[config.mk]
export PLATFORM = sky130hd
export DESIGN_NAME = seq_detect_param_flat
export DESIGN_NICKNAME = d
export VERILOG_FILES = /design/src/rtl/seq_det_pkg.sv /design/src/rtl/seq_det_if.sv /design/src/rtl/seq_det_cmp.sv /design/src/rtl/seq_detect_param.sv /design/src/flat_wrapper.sv
export SDC_FILE = /design/constraint.sdc
export NUM_CORES = 1
export LEC_CHECK = 0
export BUFFER_PORTS_ARGS = -buffer_cell sky130_fd_sc_hd__buf_4
export CAP_MARGIN = 20
export CORE_MARGIN = 8
export CORE_UTILIZATION = 55
export DETAILED_ROUTE_END_ITERATION = 10
export PLACE_DENSITY = 0.85
export SYNTH_ARGS = -nofsm -noshare
export SYNTH_HDL_FRONTEND = slang
export SYNTH_SLANG_ARGS = --single-unit
[constraint.sdc]
create_clock -name clk -period 2.7 [get_ports clk]
set_clock_uncertainty 0.15 [all_clocks]
set_input_delay 0.405 -clock clk [delete_from_list [all_inputs] [get_ports clk]]
set_output_delay 0.405 -clock clk [all_outputs]
set_load 0.02 [all_outputs]
[src/rtl/seq_det_pkg.sv]
// Shared constants, configuration record and length clamp for the serial sequence detector.
package seq_det_pkg;

  localparam int DEF_PAT_W = 8;
  localparam int DEF_CNT_W = 8;

  // Widest pattern the config record can carry; instances use the low PAT_W bits.
  localparam int PAT_MAX   = 64;
  localparam int LEN_MAX_W = 7;

  typedef struct packed {
    logic [PAT_MAX-1:0]   pattern;
    logic [PAT_MAX-1:0]   mask;
    logic [LEN_MAX_W-1:0] len;
    logic                 overlap;
  } cfg_t;

  function automatic logic [LEN_MAX_W-1:0] clamp_len(input logic [LEN_MAX_W-1:0] len,
                                                     input int unsigned           pat_w);
    if (32'(len) > pat_w) return LEN_MAX_W'(pat_w);
    return len;
  endfunction

endpackage

[src/rtl/seq_det_if.sv]
// Config, serial data and status bundle between the detector and its host logic.
interface seq_det_if #(
  parameter int PAT_W = 8,
  parameter int CNT_W = 8
);
  localparam int LEN_W = $clog2(PAT_W + 1);

  logic             cfg_load;
  logic [PAT_W-1:0] cfg_pattern;
  logic [PAT_W-1:0] cfg_mask;
  logic [LEN_W-1:0] cfg_len;
  logic             cfg_overlap;
  logic             data_valid;
  logic             data;
  logic             cnt_clr;
  logic             flag;
  logic [CNT_W-1:0] match_cnt;

  modport master (
    output cfg_load, cfg_pattern, cfg_mask, cfg_len, cfg_overlap,
    output data_valid, data, cnt_clr,
    input  flag, match_cnt
  );

  modport slave (
    input  cfg_load, cfg_pattern, cfg_mask, cfg_len, cfg_overlap,
    input  data_valid, data, cnt_clr,
    output flag, match_cnt
  );
endinterface

[src/rtl/seq_det_cmp.sv]
// Masked compare of the candidate window against the pattern over the low len bits.
// Purely combinational; no backpressure.
module seq_det_cmp #(
  parameter int PAT_W = 8,
  parameter int LEN_W = 4
) (
  input  logic [PAT_W-1:0] nxt_i,
  input  logic [PAT_W-1:0] pattern_i,
  input  logic [PAT_W-1:0] mask_i,
  input  logic [LEN_W-1:0] len_i,
  output logic             eq_o
);
  logic [PAT_W-1:0] len_en;

  always_comb begin
    len_en = '0;
    for (int i = 0; i < PAT_W; i++) begin
      len_en[i] = (32'(len_i) > 32'(i));
    end
  end

  assign eq_o = ~|((nxt_i ^ pattern_i) & mask_i & len_en);
endmodule

[src/rtl/seq_detect_param.sv]
// Programmable serial sequence detector: registered one-cycle match flag, saturating match counter.
// Flag one cycle after the final pattern bit; data qualified by data_valid, never stalls.
module seq_detect_param
  import seq_det_pkg::*;
#(
  parameter int PAT_W = DEF_PAT_W,
  parameter int CNT_W = DEF_CNT_W
) (
  input  logic      clk,
  input  logic      rst,
  seq_det_if.slave  bus
);
  localparam int LEN_W = $clog2(PAT_W + 1);

  cfg_t             cfg_q, cfg_d;
  logic [PAT_W-1:0] hist_q, hist_d;
  logic [LEN_W-1:0] fill_q, fill_d;
  logic             flag_q, flag_d;
  logic [CNT_W-1:0] cnt_q, cnt_d;

  logic [PAT_W-1:0] nxt;
  logic [LEN_W-1:0] len_eff;
  logic             fill_ok;
  logic             eq;
  logic             match;
  logic             unused_cfg;

  assign nxt     = {hist_q[PAT_W-2:0], bus.data};
  assign len_eff = LEN_W'(clamp_len(cfg_q.len, PAT_W));
  // fill counts bits already held, so the incoming bit completes the window at fill+1
  assign fill_ok = (({1'b0, fill_q} + (LEN_W+1)'(1)) >= {1'b0, len_eff});

  seq_det_cmp #(
    .PAT_W (PAT_W),
    .LEN_W (LEN_W)
  ) u_cmp (
    .nxt_i     (nxt),
    .pattern_i (cfg_q.pattern[PAT_W-1:0]),
    .mask_i    (cfg_q.mask[PAT_W-1:0]),
    .len_i     (len_eff),
    .eq_o      (eq)
  );

  assign match = !bus.cfg_load && bus.data_valid && (len_eff != '0) && fill_ok && eq;

  assign unused_cfg = ^{cfg_q.pattern >> PAT_W, cfg_q.mask >> PAT_W};

  always_comb begin
    cfg_d  = cfg_q;
    hist_d = hist_q;
    fill_d = fill_q;
    flag_d = match;
    cnt_d  = cnt_q;

    if (bus.cfg_load) begin
      cfg_d.pattern = PAT_MAX'(bus.cfg_pattern);
      cfg_d.mask    = PAT_MAX'(bus.cfg_mask);
      cfg_d.len     = LEN_MAX_W'(bus.cfg_len);
      cfg_d.overlap = bus.cfg_overlap;
      hist_d        = '0;
      fill_d        = '0;
    end else if (bus.data_valid) begin
      hist_d = nxt;
      if (match && !cfg_q.overlap) begin
        fill_d = '0;
      end else if (fill_q < LEN_W'(PAT_W)) begin
        fill_d = fill_q + LEN_W'(1);
      end
    end

    if (bus.cnt_clr) begin
      cnt_d = '0;
    end else if (match && (cnt_q != '1)) begin
      cnt_d = cnt_q + CNT_W'(1);
    end
  end

  always_ff @(posedge clk or negedge rst) begin
    if (!rst) begin
      cfg_q.pattern <= '0;
      cfg_q.mask    <= '0;
      cfg_q.len     <= '0;
      cfg_q.overlap <= 1'b1;
      hist_q        <= '0;
      fill_q        <= '0;
      flag_q        <= 1'b0;
      cnt_q         <= '0;
    end else begin
      cfg_q  <= cfg_d;
      hist_q <= hist_d;
      fill_q <= fill_d;
      flag_q <= flag_d;
      cnt_q  <= cnt_d;
    end
  end

  assign bus.flag      = flag_q;
  assign bus.match_cnt = cnt_q;
endmodule

[src/flat_wrapper.sv]
// flat-port wrapper written by rule: the top's interface ports become plain ports
module seq_detect_param_flat import seq_det_pkg::*;
#(
  parameter int PAT_W = DEF_PAT_W,
  parameter int CNT_W = DEF_CNT_W
)
  (clk, rst, bus_cfg_load, bus_cfg_pattern, bus_cfg_mask, bus_cfg_len, bus_cfg_overlap, bus_data_valid, bus_data, bus_cnt_clr, bus_flag, bus_match_cnt);
  seq_det_if #(.PAT_W(PAT_W), .CNT_W(CNT_W)) bus_i ();
  input  logic clk;
  input  logic rst;
  input wire logic [$bits(bus_i.cfg_load)-1:0] bus_cfg_load;
  input wire logic [$bits(bus_i.cfg_pattern)-1:0] bus_cfg_pattern;
  input wire logic [$bits(bus_i.cfg_mask)-1:0] bus_cfg_mask;
  input wire logic [$bits(bus_i.cfg_len)-1:0] bus_cfg_len;
  input wire logic [$bits(bus_i.cfg_overlap)-1:0] bus_cfg_overlap;
  input wire logic [$bits(bus_i.data_valid)-1:0] bus_data_valid;
  input wire logic [$bits(bus_i.data)-1:0] bus_data;
  input wire logic [$bits(bus_i.cnt_clr)-1:0] bus_cnt_clr;
  output wire logic [$bits(bus_i.flag)-1:0] bus_flag;
  output wire logic [$bits(bus_i.match_cnt)-1:0] bus_match_cnt;
  assign bus_i.cfg_load = bus_cfg_load;
  assign bus_i.cfg_pattern = bus_cfg_pattern;
  assign bus_i.cfg_mask = bus_cfg_mask;
  assign bus_i.cfg_len = bus_cfg_len;
  assign bus_i.cfg_overlap = bus_cfg_overlap;
  assign bus_i.data_valid = bus_data_valid;
  assign bus_i.data = bus_data;
  assign bus_i.cnt_clr = bus_cnt_clr;
  assign bus_flag = bus_i.flag;
  assign bus_match_cnt = bus_i.match_cnt;
  seq_detect_param #(.PAT_W(PAT_W), .CNT_W(CNT_W)) u_core (.clk(clk), .rst(rst), .bus(bus_i));
endmodule
==> parameters.txt <==
Parameter                              Value

Run status
  Outcome    finished clean

CTS
  Clock H-tree levels    2
  Number of clock sinks    ~40
  CTS tree    yes
  Clock buffer count from CTS    5
  Worst-Skew Late Latency    0.30 ns
  Root Buffer    sky130_fd_sc_hd__clkbuf_8
  Buffers from clock root to sink, at most    2
  Clock transition time at the flip-flop clock pins of the worst setup and hold paths    0.08 ns

Synth
  Top cells by area, synth    sky130_fd_sc_hd__dfrtp_1 (47%), sky130_fd_sc_hd__mux2_2 (11%), sky130_fd_sc_hd__mux2i_1 (4.2%), sky130_fd_sc_hd__xor2_1 (3.7%), sky130_fd_sc_hd__ha_1 (3.5%)
  Mapped Nets    220
  Number of flops mapped to enable cells by yosys    0
  Synthesized area per cell    11.43 sq um
  Post-synth top area share    roughly 47%
  Share of the yosys chip area belonging to registers    between 40 and 50%
  Total of flip-flops plus latches after synthesis    a little over 40
  Async set-or-reset flop fraction in the synthesized netlist    between 90% and 100%
  Distinct cell type count after synthesis    43
  Cell accounting for the most synthesized area    sky130_fd_sc_hd__dfrtp_1
  Most used DFF post-synth    sky130_fd_sc_hd__dfrtp_1
  Mapped Cells    ~190
  Ys Warns    0
  Synthesized cell area    ~2100 sq um

Drt
  Final routed wirelength across all metal layers    4.201 mm
  Post-DRT Antenna Nets    0
  Average wire per cell in the routed design    around 15 um
  Via Count    1,591
  Number of remaining DRC errors    0
  Avg Vias per Cell    around 5.8
  Detailed Routing Iterations Pass 1    5
  Starting DRC count in detailed routing    50

Worst setup path
  FF-to-FF Start    u_core.fill_q[0]
  Worst R2R Path Depth    8
  Kind of end point of the critical path    register
  Worst setup path end    u_core.bus.match_cnt[0]
  Worst-path fanout max    8
  Reg2reg setup slack    0.17 ns
  Endpoint of the most critical register-to-register path    u_core.bus.match_cnt[0]
  Crit path launch    u_core.fill_q[0]
  Critical path type    reg2reg
  Data required time at the worst endpoint    roughly 2.7 ns
  Worst EP arrival    about 2.6 ns
  Type of element launching the critical path    register

Cells and area
  Ratio of cells with drive above 1 in the final layout    between 30% and 40%
  Final #Nets    around 260
  Count of filler cells inserted in the layout    about 300
  Finished Core Util    about 68%
  Layout area overhead    18.08%
  Post-route cell area    around 2500 sq um
  Area of combinational cells with multiple inputs    between 1000 and 1500 sq um
  Highest-count cells in the layout ignoring fill and taps    sky130_fd_sc_hd__dfrtp_1 (40), sky130_fd_sc_hd__buf_4 (35), sky130_fd_sc_hd__mux2_2 (20), sky130_fd_sc_hd__nor2_1 (13), sky130_fd_sc_hd__nand2_1 (11)
  Footprint of the flip-flops and latches    1027 sq um
  Antenna cell count    0
  Most common library cell in the layout ignoring fill and taps    sky130_fd_sc_hd__dfrtp_1

Die
  Die Footprint    between 6000 and 7000 sq um
  Initial standard-cell utilization of the core    around 58%
  Std cell rows    22
  Overall die height    roughly 78 um
  Floorplan die width    just under 80 um
  Area of the core    about 3700 sq um
  Io pins    36

Global routing
  Antenna violations before repair    0
  First-pass GRT wire length    about 7.5 mm
  Congestion Overflow GR    0
  Vias in the first global route    roughly 1,700
  Combined global-route utilization of all metal layers    ~15%
  Largest net degree at the start of global routing    42

Power and ir drop
  Seq pwr share    a little over half
  Clk network pwr share    between 30% and 40%
  Total leakage power    1.138 nW
  Power Density    about 510 nW/um^2
  Highest ir drop seen on vdd    approximately 0.36 mV
  Net switching power of the design    roughly 0.00035 W
  Switch share    between 20% and 30%
  Power Internal    between 0.0009 and 0.001 W
  Fraction of power consumed by combinational cells    16.1%

Timing
  Slew at the pin closest to its max-slew limit    around 0.50 ns
  Final critical-path setup slack    0.1700 ns
  Max-slew violation total from the final report    0
  Shortest clock period the worst path allows after layout    ~2.5 ns
  Final TNS setup    0 ns
  Final setup violating endpoints    0
  Total count of hold-check failures in the final report    0
  Setup repair after global routing missed its margin    false
  Final clock period utilization by the worst path    between 90% and 100%
  Worst max-slew margin expressed relative to the limit    66.60%
  Min Hold Slack    0.1724 ns
  Max Clock Freq    about 0.40 GHz

Placement
  Placed cell areas    approximately 2400 sq um
  Post-placement setup slack    0.1472 ns
  HPWL reported at the end of detailed placement    around 3.2 mm
  Routability-driven placement congestion ratio    approximately 0.81
  Input/output buffers    35

Hold path
  Startpoint of the most critical hold path    bus_cfg_overlap
  Worst min-delay path class    in2reg

Run
  Count of maximum capacitance violations    0
-- cells in the mapped netlist (3+ instances only) --
cell / instances
sky130_fd_sc_hd__dfrtp_1: 40
sky130_fd_sc_hd__mux2_2: 20
sky130_fd_sc_hd__nor2_1: 13
sky130_fd_sc_hd__nand2_1: 11
sky130_fd_sc_hd__mux2i_1: 9
sky130_fd_sc_hd__xor2_1: 9
sky130_fd_sc_hd__a21oi_1: 8
sky130_fd_sc_hd__nand3_1: 8
sky130_fd_sc_hd__ha_1: 6
sky130_fd_sc_hd__o21ai_0: 5
sky130_fd_sc_hd__o31ai_1: 5
sky130_fd_sc_hd__or4_1: 5
sky130_fd_sc_hd__nand2b_1: 4
sky130_fd_sc_hd__a211oi_1: 3
sky130_fd_sc_hd__and3_1: 3
sky130_fd_sc_hd__buf_1: 3
sky130_fd_sc_hd__clkbuf_1: 3
sky130_fd_sc_hd__inv_1: 3
sky130_fd_sc_hd__nand4_1: 3
-- per-stage QoR --
stage,std cells,total power (W)
after floorplan,187,0.0008340
after global placement,263,0.0008981
after detailed placement,263,0.0009071
after CTS,272,0.001303
after global routing,272,0.001354
final,272,0.001286
-- worst max-delay path: stages, from the launching register on --
cell and delay (ns):
sky130_fd_sc_hd__dfrtp_1 0.43, sky130_fd_sc_hd__ha_1 0.26, sky130_fd_sc_hd__xor2_1 0.17, sky130_fd_sc_hd__ha_1 0.28, sky130_fd_sc_hd__o21ai_0 0.09, sky130_fd_sc_hd__o21ai_2 0.23, sky130_fd_sc_hd__nand4_4 0.18, sky130_fd_sc_hd__nor3_2 0.26
sky130_fd_sc_hd__mux2_2 0.37
-- metal layers --
metal / track usage, % / routed length (um) / up-vias / part of all wire (%)
met3: 4.784 / 218 / 4 / 5.2
met4: 5.556 / 42 / 0 / 1.0
met5: 0 / 0 / - / 0
met1: 17.35 / 1848 / 794 / 44
li1: - / - / 764 / -
met2: 25.35 / 2091 / 29 / 50
-- layout make-up --
class	instances	share of cell area, %
Multi-Input combinational cell	136	42.27
Sequential cell	41	40.68
Timing Repair Buffer	36	10.80
Clock buffer	5	2.725
Tap cell	48	2.379
Clock inverter	3	0.6938
Inverter	3	0.4460
-- power groups by stage --
stage | Clock (W) | Sequential [W] | Combinational, W
finish | 0.000391 | 0.000688 | 0.000207
global route | 0.000431 | 0.000693 | 0.000229
CTS | 0.000406 | 0.000687 | 0.000210
detailed placement | 0 | 0.000700 | 0.000208
global placement | 0 | 0.000697 | 0.000201
floorplan | 0 | 0.000688 | 0.000146
-- state kept, by name, indices dropped and copies added, names as in the netlist --
name,flops
u_core.bus.flag,1
u_core.bus.match_cnt,8
u_core.cfg_q,21
u_core.fill_q,4
u_core.hist_q,7
-- repair_timing --
action | in CTS | in global routing
hold buffers | 1 | 0
setup endpoints to repair | 0 | 1
setup buffers | 0 | 0
gates resized for setup | 0 | 1
hold endpoints to repair | 40 | 0
-- cell families after synthesis --
kind of cell | share of synthesized area [%]
and+or+nand+nor | 15.16
xor gates and xnor gates | 4.506
AOI/OAI and AO/OA | 11.94
DFF | 48.04
buffers and inverters | 2.106
muxes | 14.75
adders and majority gates | 3.511
-- worst min-delay path by stage --
stage,to,slack (ns),cells past startpoint
final,u_core.cfg_q[0],0.17,3
after global routing,u_core.cfg_q[79],0.17,2
after global placement,u_core.bus.flag,0.27,1
after detailed placement,u_core.bus.match_cnt[5],0.26,1
after CTS,u_core.cfg_q[0],0.17,3
after floorplan,u_core.bus.flag,-0.04,0
No activity file was read; power rests on OpenSTA's default activity.
